### src/rtl/regfile_pkg.sv
// rtl/regfile_pkg.sv - shared widths, state encoding and entry type for the writeback arbiter
package regfile_pkg;

   localparam int REG_AW = 5;
   localparam int DATA_W = 32;
   localparam int NREGS  = 1 << REG_AW;

   // Arbiter priority states
   localparam logic [0:0] A_PRIO = 1'b0;
   localparam logic [0:0] B_PRIO = 1'b1;

   typedef struct packed {
      logic [REG_AW-1:0] rd;
      logic [DATA_W-1:0] data;
   } wb_entry_t;

   // Writes to x0 are architecturally discarded
   function automatic logic is_x0(input logic [REG_AW-1:0] r);
      return (r == '0);
   endfunction

endpackage

### src/rtl/wb_fifo2.sv
// rtl/wb_fifo2.sv - two-entry writeback queue with per-entry visibility
module wb_fifo2
   import regfile_pkg::*;
(
   input  logic                         clk,
   input  logic                         rst_n,
   input  logic                         push,
   input  logic [REG_AW-1:0]            push_rd,
   input  logic [DATA_W-1:0]            push_data,
   input  logic                         pop,
   output logic                         full,
   output logic                         empty,
   output logic [REG_AW-1:0]            head_rd,
   output logic [DATA_W-1:0]            head_data,
   output logic [1:0]                   ent_valid,
   output logic [1:0][REG_AW-1:0]       ent_rd
);

   wb_entry_t  mem [2];
   logic       wr_ptr;
   logic       rd_ptr;
   logic [1:0] count;
   logic       push_ok;
   logic       pop_ok;

   assign full    = (count == 2'd2);
   assign empty   = (count == 2'd0);
   // Push is refused when full even if a pop happens the same cycle, so
   // freed space only becomes visible to the producer one cycle later.
   assign push_ok = push && !full;
   assign pop_ok  = pop && !empty;

   assign head_rd   = mem[rd_ptr].rd;
   assign head_data = mem[rd_ptr].data;

   // Expose which slots hold live entries so the owner can build a scoreboard
   always_comb begin
      ent_valid = 2'b00;
      if (count == 2'd2) begin
         ent_valid = 2'b11;
      end else if (count == 2'd1) begin
         ent_valid[rd_ptr] = 1'b1;
      end
      ent_rd[0] = mem[0].rd;
      ent_rd[1] = mem[1].rd;
   end

   // Storage write and pointer/count bookkeeping
   always_ff @(posedge clk or negedge rst_n) begin
      if (!rst_n) begin
         wr_ptr <= 1'b0;
         rd_ptr <= 1'b0;
         count  <= 2'd0;
         for (int i = 0; i < 2; i++) begin
            mem[i] <= '0;
         end
      end else begin
         if (push_ok) begin
            mem[wr_ptr] <= '{rd: push_rd, data: push_data};
            wr_ptr      <= ~wr_ptr;
         end
         if (pop_ok) begin
            rd_ptr <= ~rd_ptr;
         end
         case ({push_ok, pop_ok})
            2'b10:   count <= count + 2'd1;
            2'b01:   count <= count - 2'd1;
            default: count <= count;
         endcase
      end
   end

endmodule

### src/rtl/regfile_wb_arbiter.sv
// rtl/regfile_wb_arbiter.sv - arbitrates core and long-latency writebacks onto one regfile port
module regfile_wb_arbiter
   import regfile_pkg::*;
#(
   parameter int STARVE_MAX = 4
) (
   input  logic                 clk,
   input  logic                 rst_n,
   input  logic                 a_valid,
   input  logic [REG_AW-1:0]    a_rd,
   input  logic [DATA_W-1:0]    a_data,
   output logic                 a_ready,
   input  logic                 b_valid,
   input  logic [REG_AW-1:0]    b_rd,
   input  logic [DATA_W-1:0]    b_data,
   output logic                 b_ready,
   output logic                 RegWrite,
   output logic [REG_AW-1:0]    rd,
   output logic [DATA_W-1:0]    WriteData,
   output logic [NREGS-1:0]     busy_mask
);

   localparam logic [3:0] STARVE_LIM = 4'(STARVE_MAX);

   logic [0:0]              state;
   logic [3:0]              age;
   logic [3:0]              age_next;
   logic                    fifo_full;
   logic                    fifo_empty;
   logic [REG_AW-1:0]       head_rd;
   logic [DATA_W-1:0]       head_data;
   logic [1:0]              ent_valid;
   logic [1:0][REG_AW-1:0]  ent_rd;
   logic                    b_push;
   logic                    waw_hit;
   logic                    head_grant;
   logic                    a_accept;

   wb_fifo2 u_fifo (
      .clk       (clk),
      .rst_n     (rst_n),
      .push      (b_push),
      .push_rd   (b_rd),
      .push_data (b_data),
      .pop       (head_grant),
      .full      (fifo_full),
      .empty     (fifo_empty),
      .head_rd   (head_rd),
      .head_data (head_data),
      .ent_valid (ent_valid),
      .ent_rd    (ent_rd)
   );

   // Pending-B scoreboard; x0 can never be pending
   always_comb begin
      busy_mask = '0;
      for (int i = 0; i < 2; i++) begin
         if (ent_valid[i]) begin
            busy_mask[ent_rd[i]] = 1'b1;
         end
      end
      busy_mask[0] = 1'b0;
   end

   assign b_ready  = !fifo_full;
   // x0 writes from B are acknowledged and dropped
   assign b_push   = b_valid && b_ready && !is_x0(b_rd);
   // A must not overtake an older queued write to the same register
   assign waw_hit  = a_valid && busy_mask[a_rd];
   assign a_ready  = (state == A_PRIO) && !waw_hit;
   assign a_accept = a_valid && a_ready;
   assign age_next = age + 4'd1;

   // Head grant: forced by a WAW hazard or starvation, else only when A is idle
   always_comb begin
      head_grant = 1'b0;
      if (!fifo_empty) begin
         if (waw_hit || state == B_PRIO) begin
            head_grant = 1'b1;
         end else if (!a_valid) begin
            head_grant = 1'b1;
         end
      end
   end

   // Priority FSM with starvation age counter for the queued head
   always_ff @(posedge clk or negedge rst_n) begin
      if (!rst_n) begin
         state <= A_PRIO;
         age   <= 4'd0;
      end else if (state == B_PRIO) begin
         state <= A_PRIO;
         age   <= 4'd0;
      end else if (fifo_empty || head_grant) begin
         age   <= 4'd0;
      end else begin
         age <= age_next;
         if (age_next == STARVE_LIM) begin
            state <= B_PRIO;
         end
      end
   end

   // Registered write port; rd/WriteData hold when nothing is issued
   always_ff @(posedge clk or negedge rst_n) begin
      if (!rst_n) begin
         RegWrite  <= 1'b0;
         rd        <= '0;
         WriteData <= '0;
      end else if (a_accept && !is_x0(a_rd)) begin
         RegWrite  <= 1'b1;
         rd        <= a_rd;
         WriteData <= a_data;
      end else if (head_grant) begin
         RegWrite  <= 1'b1;
         rd        <= head_rd;
         WriteData <= head_data;
      end else begin
         RegWrite  <= 1'b0;
      end
   end

endmodule

### config.mk
export PLATFORM = sky130hd
export DESIGN_NAME = regfile_wb_arbiter
export DESIGN_NICKNAME = d
export VERILOG_FILES = /design/src/rtl/regfile_pkg.sv /design/src/rtl/wb_fifo2.sv /design/src/rtl/regfile_wb_arbiter.sv
export SDC_FILE = /design/constraint.sdc
export NUM_CORES = 1
export LEC_CHECK = 0
export ABC_CLOCK_PERIOD_IN_PS = 3000
export BUFFER_PORTS_ARGS = -buffer_cell sky130_fd_sc_hd__buf_2
export CAP_MARGIN = 20
export CORE_ASPECT_RATIO = 2
export CORE_MARGIN = 3
export CORE_UTILIZATION = 35
export CTS_BUF_LIST = sky130_fd_sc_hd__clkbuf_2
export DETAILED_ROUTE_END_ITERATION = 16
export SLEW_MARGIN = 20
export SYNTH_ARGS = -nofsm -noshare
export SYNTH_HDL_FRONTEND = slang
export SYNTH_SLANG_ARGS = --single-unit
### constraint.sdc
create_clock -name clk -period 3 [get_ports clk]
set_input_delay 0 -clock clk [delete_from_list [all_inputs] [get_ports clk]]
set_output_delay 0 -clock clk [all_outputs]
set_load 0.05 [all_outputs]
After elaboration in Yosys (flattened, before gate mapping). Index checks and enable logic that the tools add are counted.

Flip-flop bits (word level): 121. Input bits: 78. Logic and storage cells: 93.

Add/sub/neg operators: 3. $lt $le $gt $ge: 10. Eq/ne operators: 5. Muxes and demuxes: 33. Bitwise logic cells: 6. Reductions and logical operators: 24.

Operator list (count): 37-bit two-way mux (4); 32-bit two-way mux (4); 74-bit bitwise mux (1); 37-bit demux with 1-bit select (1); 32-bit bitwise OR (1); 5-bit by 6-bit less-than comparator with 1-bit output (second input constant) (3); 1-bit logical AND (12); 1-bit two-way mux (12); 1-bit demux with 5-bit select (2); 5-bit by 1-bit greater-or-equal comparator with 1-bit output (second input constant) (2); 5-bit zero test (2); 5-bit two-way mux (2); 4-bit two-way mux (2); 1-bit binary-select mux with 5-bit select (1); 1-bit zero test (5); 4-bit by 1-bit adder with 4-bit output (second input constant) (1); 2-bit by 1-bit == test with 1-bit output (second input constant) (2); 2-bit == test (second input constant) (2); 4-bit by 3-bit == test with 1-bit output (second input constant) (1); 2-bit greater-or-equal comparator (second input constant) (2); 2-bit two-way mux (2); 1-bit NOT with 2-bit output (2); 2-bit one-hot mux with 2 select lines (1); 2-bit nonzero test (2); 9 further kinds (12).

Longest topological paths before layout.
Depth after elaboration: 18. Depth in mapped cells: 16. Gate-level depth less buffers: 13.

Cells and area by module. A second synthesis with hierarchy kept.

Cell total of the unflattened synthesis: 505. Area, all modules: 6404.9 µm².

By module, submodules not included: wb_fifo2 (instances 1, cells each 230, area an instance 3678.5 µm², sequential area each 1951.9 µm²); regfile_wb_arbiter (instances 1, cells each 275, area an instance 2726.4 µm², sequential area each 1076.0 µm²).

Worst setup path after synthesis. No wires, ideal clock.

Path kind: reg2reg. From: reg u_fifo.count[0]. To: reg u_fifo.count[1]. Setup time: 0.127 ns. Data arrival time: 3.550 ns. Data required time: 2.873 ns. Path slack: -0.676 ns. Stages on the path, launching flop included: 15. Cell sequence: dfrtp_1 -> inv_1 -> ha_1 -> a21o_1 -> nand3_2 -> o22ai_1 -> mux4_2 -> a2bb2oi_1 -> o22ai_2 -> a21o_1 -> buf_2 -> inv_1 -> ha_1 -> nand2_1 -> o21ai_0.

Longest elaborated chain between the ends: 15.

Ends and longest elaborated chain: start, declared (line wb_fifo2.sv:22) `logic [1:0] count;`; start signal, assigned (line wb_fifo2.sv:66) `2'b10: count <= count + 2'd1;`; start signal, assigned (line wb_fifo2.sv:67) `2'b01: count <= count - 2'd1;`; start signal, assigned (line wb_fifo2.sv:68) `default: count <= count;`; 2-bit by 1-bit == test with 1-bit output (line wb_fifo2.sv:41) `end else if (count == 2'd1) begin`; 2-bit two-way mux (line wb_fifo2.sv:41); 2-bit two-way mux * (line wb_fifo2.sv:39) `if (count == 2'd2) begin`; 32-bit two-way mux (line regfile_wb_arbiter.sv:58) `if (ent_valid[i]) begin`; 32-bit bitwise OR (no line); 32-bit two-way mux * (line regfile_wb_arbiter.sv:58); net busy_mask[23] (line regfile_wb_arbiter.sv:20) `output logic [NREGS-1:0] busy_mask`; 1-bit binary-select mux with 5-bit select * (line regfile_wb_arbiter.sv:69) `assign waw_hit = a_valid && busy_mask[a_rd];`; 1-bit two-way mux (implied by the code) * (line regfile_wb_arbiter.sv:69); 1-bit logical AND * (line regfile_wb_arbiter.sv:69); 1-bit logical OR * (line regfile_wb_arbiter.sv:78) `if (waw_hit || state == B_PRIO) begin`; 1-bit two-way mux * (line regfile_wb_arbiter.sv:78); 1-bit two-way mux * (line regfile_wb_arbiter.sv:77) `if (!fifo_empty) begin`; 1-bit logical AND * (line wb_fifo2.sv:31) `assign pop_ok = pop && !empty;`; net u_fifo.pop_ok (line wb_fifo2.sv:24) `logic pop_ok;`; 2-bit by 1-bit == test with 1-bit output or 2-bit == test (tied branches) (line wb_fifo2.sv:65) `case ({push_ok, pop_ok})`; 2-bit one-hot mux with 2 select lines or 2-bit nonzero test (tied branches).

The timed path passes the listed nets; every way through them passes the cells marked *. The select of a mux whose other input is x is not followed. A chain may end at the register's enable or synchronous reset.

Final worst setup path.
From: reg u_fifo.count[1]. To: reg WriteData[31].

Longest elaborated chain between the ends: 14.

Ends and longest elaborated chain: 2-bit by 1-bit == test with 1-bit output (line wb_fifo2.sv:41); 2-bit two-way mux (line wb_fifo2.sv:41); 2-bit two-way mux (line wb_fifo2.sv:39); 32-bit two-way mux (line regfile_wb_arbiter.sv:58); 32-bit bitwise OR (no line); 32-bit two-way mux (line regfile_wb_arbiter.sv:58); 1-bit binary-select mux with 5-bit select (line regfile_wb_arbiter.sv:69); 1-bit two-way mux (implied by the code) (line regfile_wb_arbiter.sv:69); 1-bit logical AND (line regfile_wb_arbiter.sv:69); 1-bit zero test (line regfile_wb_arbiter.sv:70) `assign a_ready = (state == A_PRIO) && !waw_hit;`; 1-bit logical AND (line regfile_wb_arbiter.sv:70); 1-bit logical AND (line regfile_wb_arbiter.sv:71) `assign a_accept = a_valid && a_ready;`; 1-bit logical AND (line regfile_wb_arbiter.sv:110) `end else if (a_accept && !is_x0(a_rd)) begin`; 32-bit two-way mux or 2-bit nonzero test (tied branches); end signal, assigned (line regfile_wb_arbiter.sv:113) `WriteData <= a_data;`; end signal, assigned (line regfile_wb_arbiter.sv:117) `WriteData <= head_data;`; end, declared (line regfile_wb_arbiter.sv:19) `output logic [DATA_W-1:0] WriteData,`.

Several ways; a longest one is shown, not always the timed one. The select of a mux whose other input is x is not followed.

==> reports/metrics.cfg <==
[logic_synthesis]
syn_inst = 609
post_synth_main_area_contributors = sky130_fd_sc_hd__dfrtp_1, sky130_fd_sc_hd__mux2_2, sky130_fd_sc_hd__a211oi_1
synth_largest_area_cell = sky130_fd_sc_hd__dfrtp_1
netlist.area_leader.share_pct = 45.05
synth.ff_latch_count = 121
synthAdderAreaFrac_pct = 0.9308
synth_simple_gate_area_share_pct = 8.656
synth.cells.most_frequent = sky130_fd_sc_hd__dfrtp_1, sky130_fd_sc_hd__mux2_2, sky130_fd_sc_hd__inv_1
largest_family_of_logic_cells_by_synthesized_area = compound AO/OA/AOI/OAI gates
synthesis.area_mm2 = 0.006721
post_synth_mux_area_share_pct = 18.89
synth-edff-count = 0
async_flop_share_pct = 100.0
synth_cell_type_count = 59
synth_compound_area_share_pct = 19.25
synth-warning-count = 0
cell_with_the_most_instances_after_synthesis = sky130_fd_sc_hd__dfrtp_1
synth.avg_cell_area_um2 = 11.04
synth_top_flop_cell = sky130_fd_sc_hd__dfrtp_1
seq_total_area_yosys_pct = 45.05
synth_xor_area_share_pct = 0.7818
postSynthNetCount = 692

[critical_path]
worstReg2RegEnd = WriteData[31]$_DFFE_PN0P_
cp.buffers_inverters = 9
worst_r2r_startpoint = u_fifo.count[1]$_DFFE_PN0P_
critPathMaxStageDelay_ns = 0.50
start_kind = register
setup.worst_path.class = register to register
setup.worst_path.end_class = register
regToRegSetupSlack_ns = -0.34
cp_data_required_time_ns = 3.58
crit_path_cell_trace = buf_4 -> ha_4 -> buf_12 -> buf_4 -> o21ai_4 -> o22ai_4 -> mux4_2 -> a2bb2oi_4 -> buf_6 -> o22ai_4 -> buf_12 -> buf_8 -> buf_6 -> buf_8 -> buf_4 -> a211oi_2 -> a311oi_2
path_delay_family = buffers and inverters
crit_path_frequent_cell = sky130_fd_sc_hd__buf_4
timing.reg2reg.worst_path_depth = 17
crit_arrival_ns = 3.92
critPathSlowestCell = sky130_fd_sc_hd__mux4_2
critical_path.max_fanout = 7

[die]
floorplan.die.width_um = 104.0
core_rows = 71
design.core.area_mm2 = 0.01883
floorplan.die_area_mm2 = 0.02100
die-height_um = 202.0
start_util_pct = 35.69
ios = 150

[detailed_routing]
routedWlPerCell_um = 21.59
dr.pass1.iters = 7
remaining_drc_errors = 0
detail_route.vias_per_cell = 5.536
drt_iter0_drc = 322
postRouteWirelength_um = 26260
num_vias = 6732
ant_nets = 0

[layout]
filler_cells_inserted = 1594
finish.instance_area_mm2 = 0.01114
layout_cells_sized_above_1_pct = 57.92
layout-area-overhead-vs-synth_pct = 65.75
instances_no_fill = 1216
finalNetCount = 1031

[clock_network]
cts_tree = built
numClockSinks = 121
clock_path_buffers = 2
clk-insertion-delay-late_ns = 0.68
root_buffer = sky130_fd_sc_hd__clkbuf_2
number_of_levels_in_the_clock_h_tree = 4
cts.reportedPaths.clkPinSlew_ns = 0.20
cts-buffers-inserted = 17

[hold_path]
hold_depth = 3
min-delay-path-class = primary input to register
min_delay_worst_endpoint = u_fifo.mem[20]$_DFFE_PN0P_
source_of_the_worst_hold_timing_path = b_data[20]

[power_and_ir_drop]
vdd.ir_drop.worst_mv = 0.6414
total_power_mw = 11.71
static-leakage-power_nw = 4.748
power-per-cell-area_mw_per_mm2 = 1051

[placement]
placed_inst_area_mm2 = 0.008695
hpwl_um = 16430
post-place-cells = 1046
detailedPlace.worstSlack_ns = -0.5281
globalplace.congestion = 0.8838
port_buffers = 148

[sta]
setup_slack_ns = -0.3365
final_max_slew_viol_count = 0
timing.clock.skew_ns = 0.03918
setup_viols_final = 47
grt_setup_unrepaired = yes
tightest_slew_ns = 0.7987
max_clock_freq_mhz = 299.7
timing.final.crit_share_pct = 111.2
relSlewSlack_pct = 46.52
report.final.hold_viol_count = 0
finalWorstPathRequiredPeriod_ns = 3.337

[outcome]
run_status = finished with violations
failed_checks = setup timing

[job]
cap_violations = 0

[global_route]
first_global_vias = 7312
met1_usage_pct = 25.37
grt_busiest_layer = met2
grt_overflow_total = 0
maximum_number_of_pins_on_one_net_before_global_route_repair = 82
grt.met2_usage_pct = 47.44
grt_first_pass_wirelength_um = 40260
groute.usage.overall_pct = 24.64
initial_antenna_violation_count = 1
use_met3_pct = 3.579

where the power goes:
part,internal (mW),leakage (nW),total [mW],switching [mW]
logic,3.36,3.16,7.48,4.11
clock network,0.627,0.169,1.26,0.634
registers,2.45,1.42,2.97,0.524
metrics by stage:
step / utilization, % / setup TNS (ns) / hold slack (ns)
2_1_floorplan: - / -1.677 / -0.2956
3_3_place_gp: 46.17 / -13.13 / 0.2393
3_5_place_dp: 46.17 / -18.22 / 0.2516
4_1_cts: 57.69 / -11.98 / 0.0007887
5_1_grt: 59.15 / -16.77 / 0.02446
6_report: 59.15 / -11.83 / 0.09027
what timing repair did:
action                                  in CTS  in global routing
endpoints found under the setup margin      47                 47
hold buffers                                78                  0
pin swaps                                   31                 28
buffers inserted                            37                 15
endpoints found under the hold margin      192                  0
gates resized for setup                     86                 43
cloned                                      11                  2
layout make-up:
cell class / count / area [um^2] / area share [%]
Clock inverter: 13 / 201.4 / 1.808
Antenna cell: 1 / 2.502 / 0.02246
Multi-Input combinational cell: 389 / 4094 / 36.75
Sequential cell: 121 / 3032 / 27.21
Timing Repair Buffer: 373 / 3227 / 28.96
Clock buffer: 18 / 90.09 / 0.8086
Inverter: 46 / 175.2 / 1.572
Tap cell: 255 / 319.1 / 2.864
per-layer routing:
metal	wire [um]	part of all wire, %
met1	9216	35
met2	15060	57
met3	972	3.7
met4	1006	3.8
met5	0	0
kinds of logic (layout without fill, tap and decap cells):
logic type / after synthesis / after routing
AOI/OAI and AO/OA: 153 / 154
DFF: 121 / 121
muxes: 112 / 112
and+or+nand+nor: 111 / 111
buffers and inverters: 100 / 450
xor gates and xnor gates: 6 / 6
adders and majority gates: 5 / 5
other: 1 / 2
registers in the layout (all words and copies together), names as in the netlist:
name           cells
u_fifo.wr_ptr      1
u_fifo.ent_rd     10
state              1
u_fifo.rd_ptr      1
WriteData         32
rd                 5
u_fifo.count       2
RegWrite           1
u_fifo.mem        64
age                4
worst max-delay path by stage:
stage | slack, ns | start | depth (start not counted) | to
floorplan | -0.15 | u_fifo.count[1]$_DFFE_PN0P_ | 14 | u_fifo.count[1]$_DFFE_PN0P_
global route | -0.44 | u_fifo.count[1]$_DFFE_PN0P_ | 17 | rd[4]$_DFFE_PN0P_
global placement | -0.35 | u_fifo.ent_rd[2]$_DFFE_PN0P_ | 8 | WriteData[31]$_DFFE_PN0P_
detailed placement | -0.53 | u_fifo.ent_rd[2]$_DFFE_PN0P_ | 8 | WriteData[11]$_DFFE_PN0P_
CTS | -0.37 | u_fifo.count[0]$_DFFE_PN0P_ | 12 | a_ready
finish | -0.34 | u_fifo.count[1]$_DFFE_PN0P_ | 17 | WriteData[31]$_DFFE_PN0P_
worst register-to-register path: cells and delay by family (launching register included):
kind                     cells  cell delay [ns]
flip-flops                   1             0.42
AO/OA/AOI/OAI                6             1.03
buffers and inverters        9             1.14
multiplexers                 1             0.50
adder cells (fa/ha/maj)      1             0.17
cells in the final DEF, fill, tap and decap left out, types with 3 or more instances in the layout:
| cell type | instances |
|---|---|
| sky130_fd_sc_hd__nor2_4 | 5 |
| sky130_fd_sc_hd__nand3b_1 | 7 |
| sky130_fd_sc_hd__buf_12 | 24 |
| sky130_fd_sc_hd__nand2_2 | 5 |
| sky130_fd_sc_hd__nor3_1 | 36 |
| sky130_fd_sc_hd__clkbuf_2 | 18 |
| sky130_fd_sc_hd__buf_4 | 91 |
| sky130_fd_sc_hd__o21ai_4 | 4 |
| sky130_fd_sc_hd__a311oi_2 | 35 |
| sky130_fd_sc_hd__nor2_1 | 16 |
| sky130_fd_sc_hd__buf_2 | 146 |
| sky130_fd_sc_hd__o221ai_1 | 8 |
| sky130_fd_sc_hd__bufinv_16 | 5 |
| sky130_fd_sc_hd__mux2_2 | 109 |
| sky130_fd_sc_hd__a211oi_2 | 12 |
| sky130_fd_sc_hd__buf_6 | 21 |
| sky130_fd_sc_hd__buf_16 | 8 |
| sky130_fd_sc_hd__a311oi_1 | 3 |
| sky130_fd_sc_hd__a211oi_1 | 23 |
| sky130_fd_sc_hd__o221ai_2 | 3 |
| sky130_fd_sc_hd__o22ai_1 | 17 |
| sky130_fd_sc_hd__o211ai_1 | 9 |
| sky130_fd_sc_hd__o22ai_4 | 14 |
| sky130_fd_sc_hd__nand2_1 | 10 |
| sky130_fd_sc_hd__buf_8 | 3 |
| sky130_fd_sc_hd__dfrtp_1 | 118 |
| sky130_fd_sc_hd__xnor2_2 | 3 |
| sky130_fd_sc_hd__dfrtp_2 | 3 |
| sky130_fd_sc_hd__nand3_1 | 5 |
| sky130_fd_sc_hd__a2bb2oi_4 | 3 |
| sky130_fd_sc_hd__dlygate4sd3_1 | 78 |
| sky130_fd_sc_hd__ha_4 | 3 |
| sky130_fd_sc_hd__inv_1 | 43 |
No activity file was read; power rests on OpenSTA's default activity.
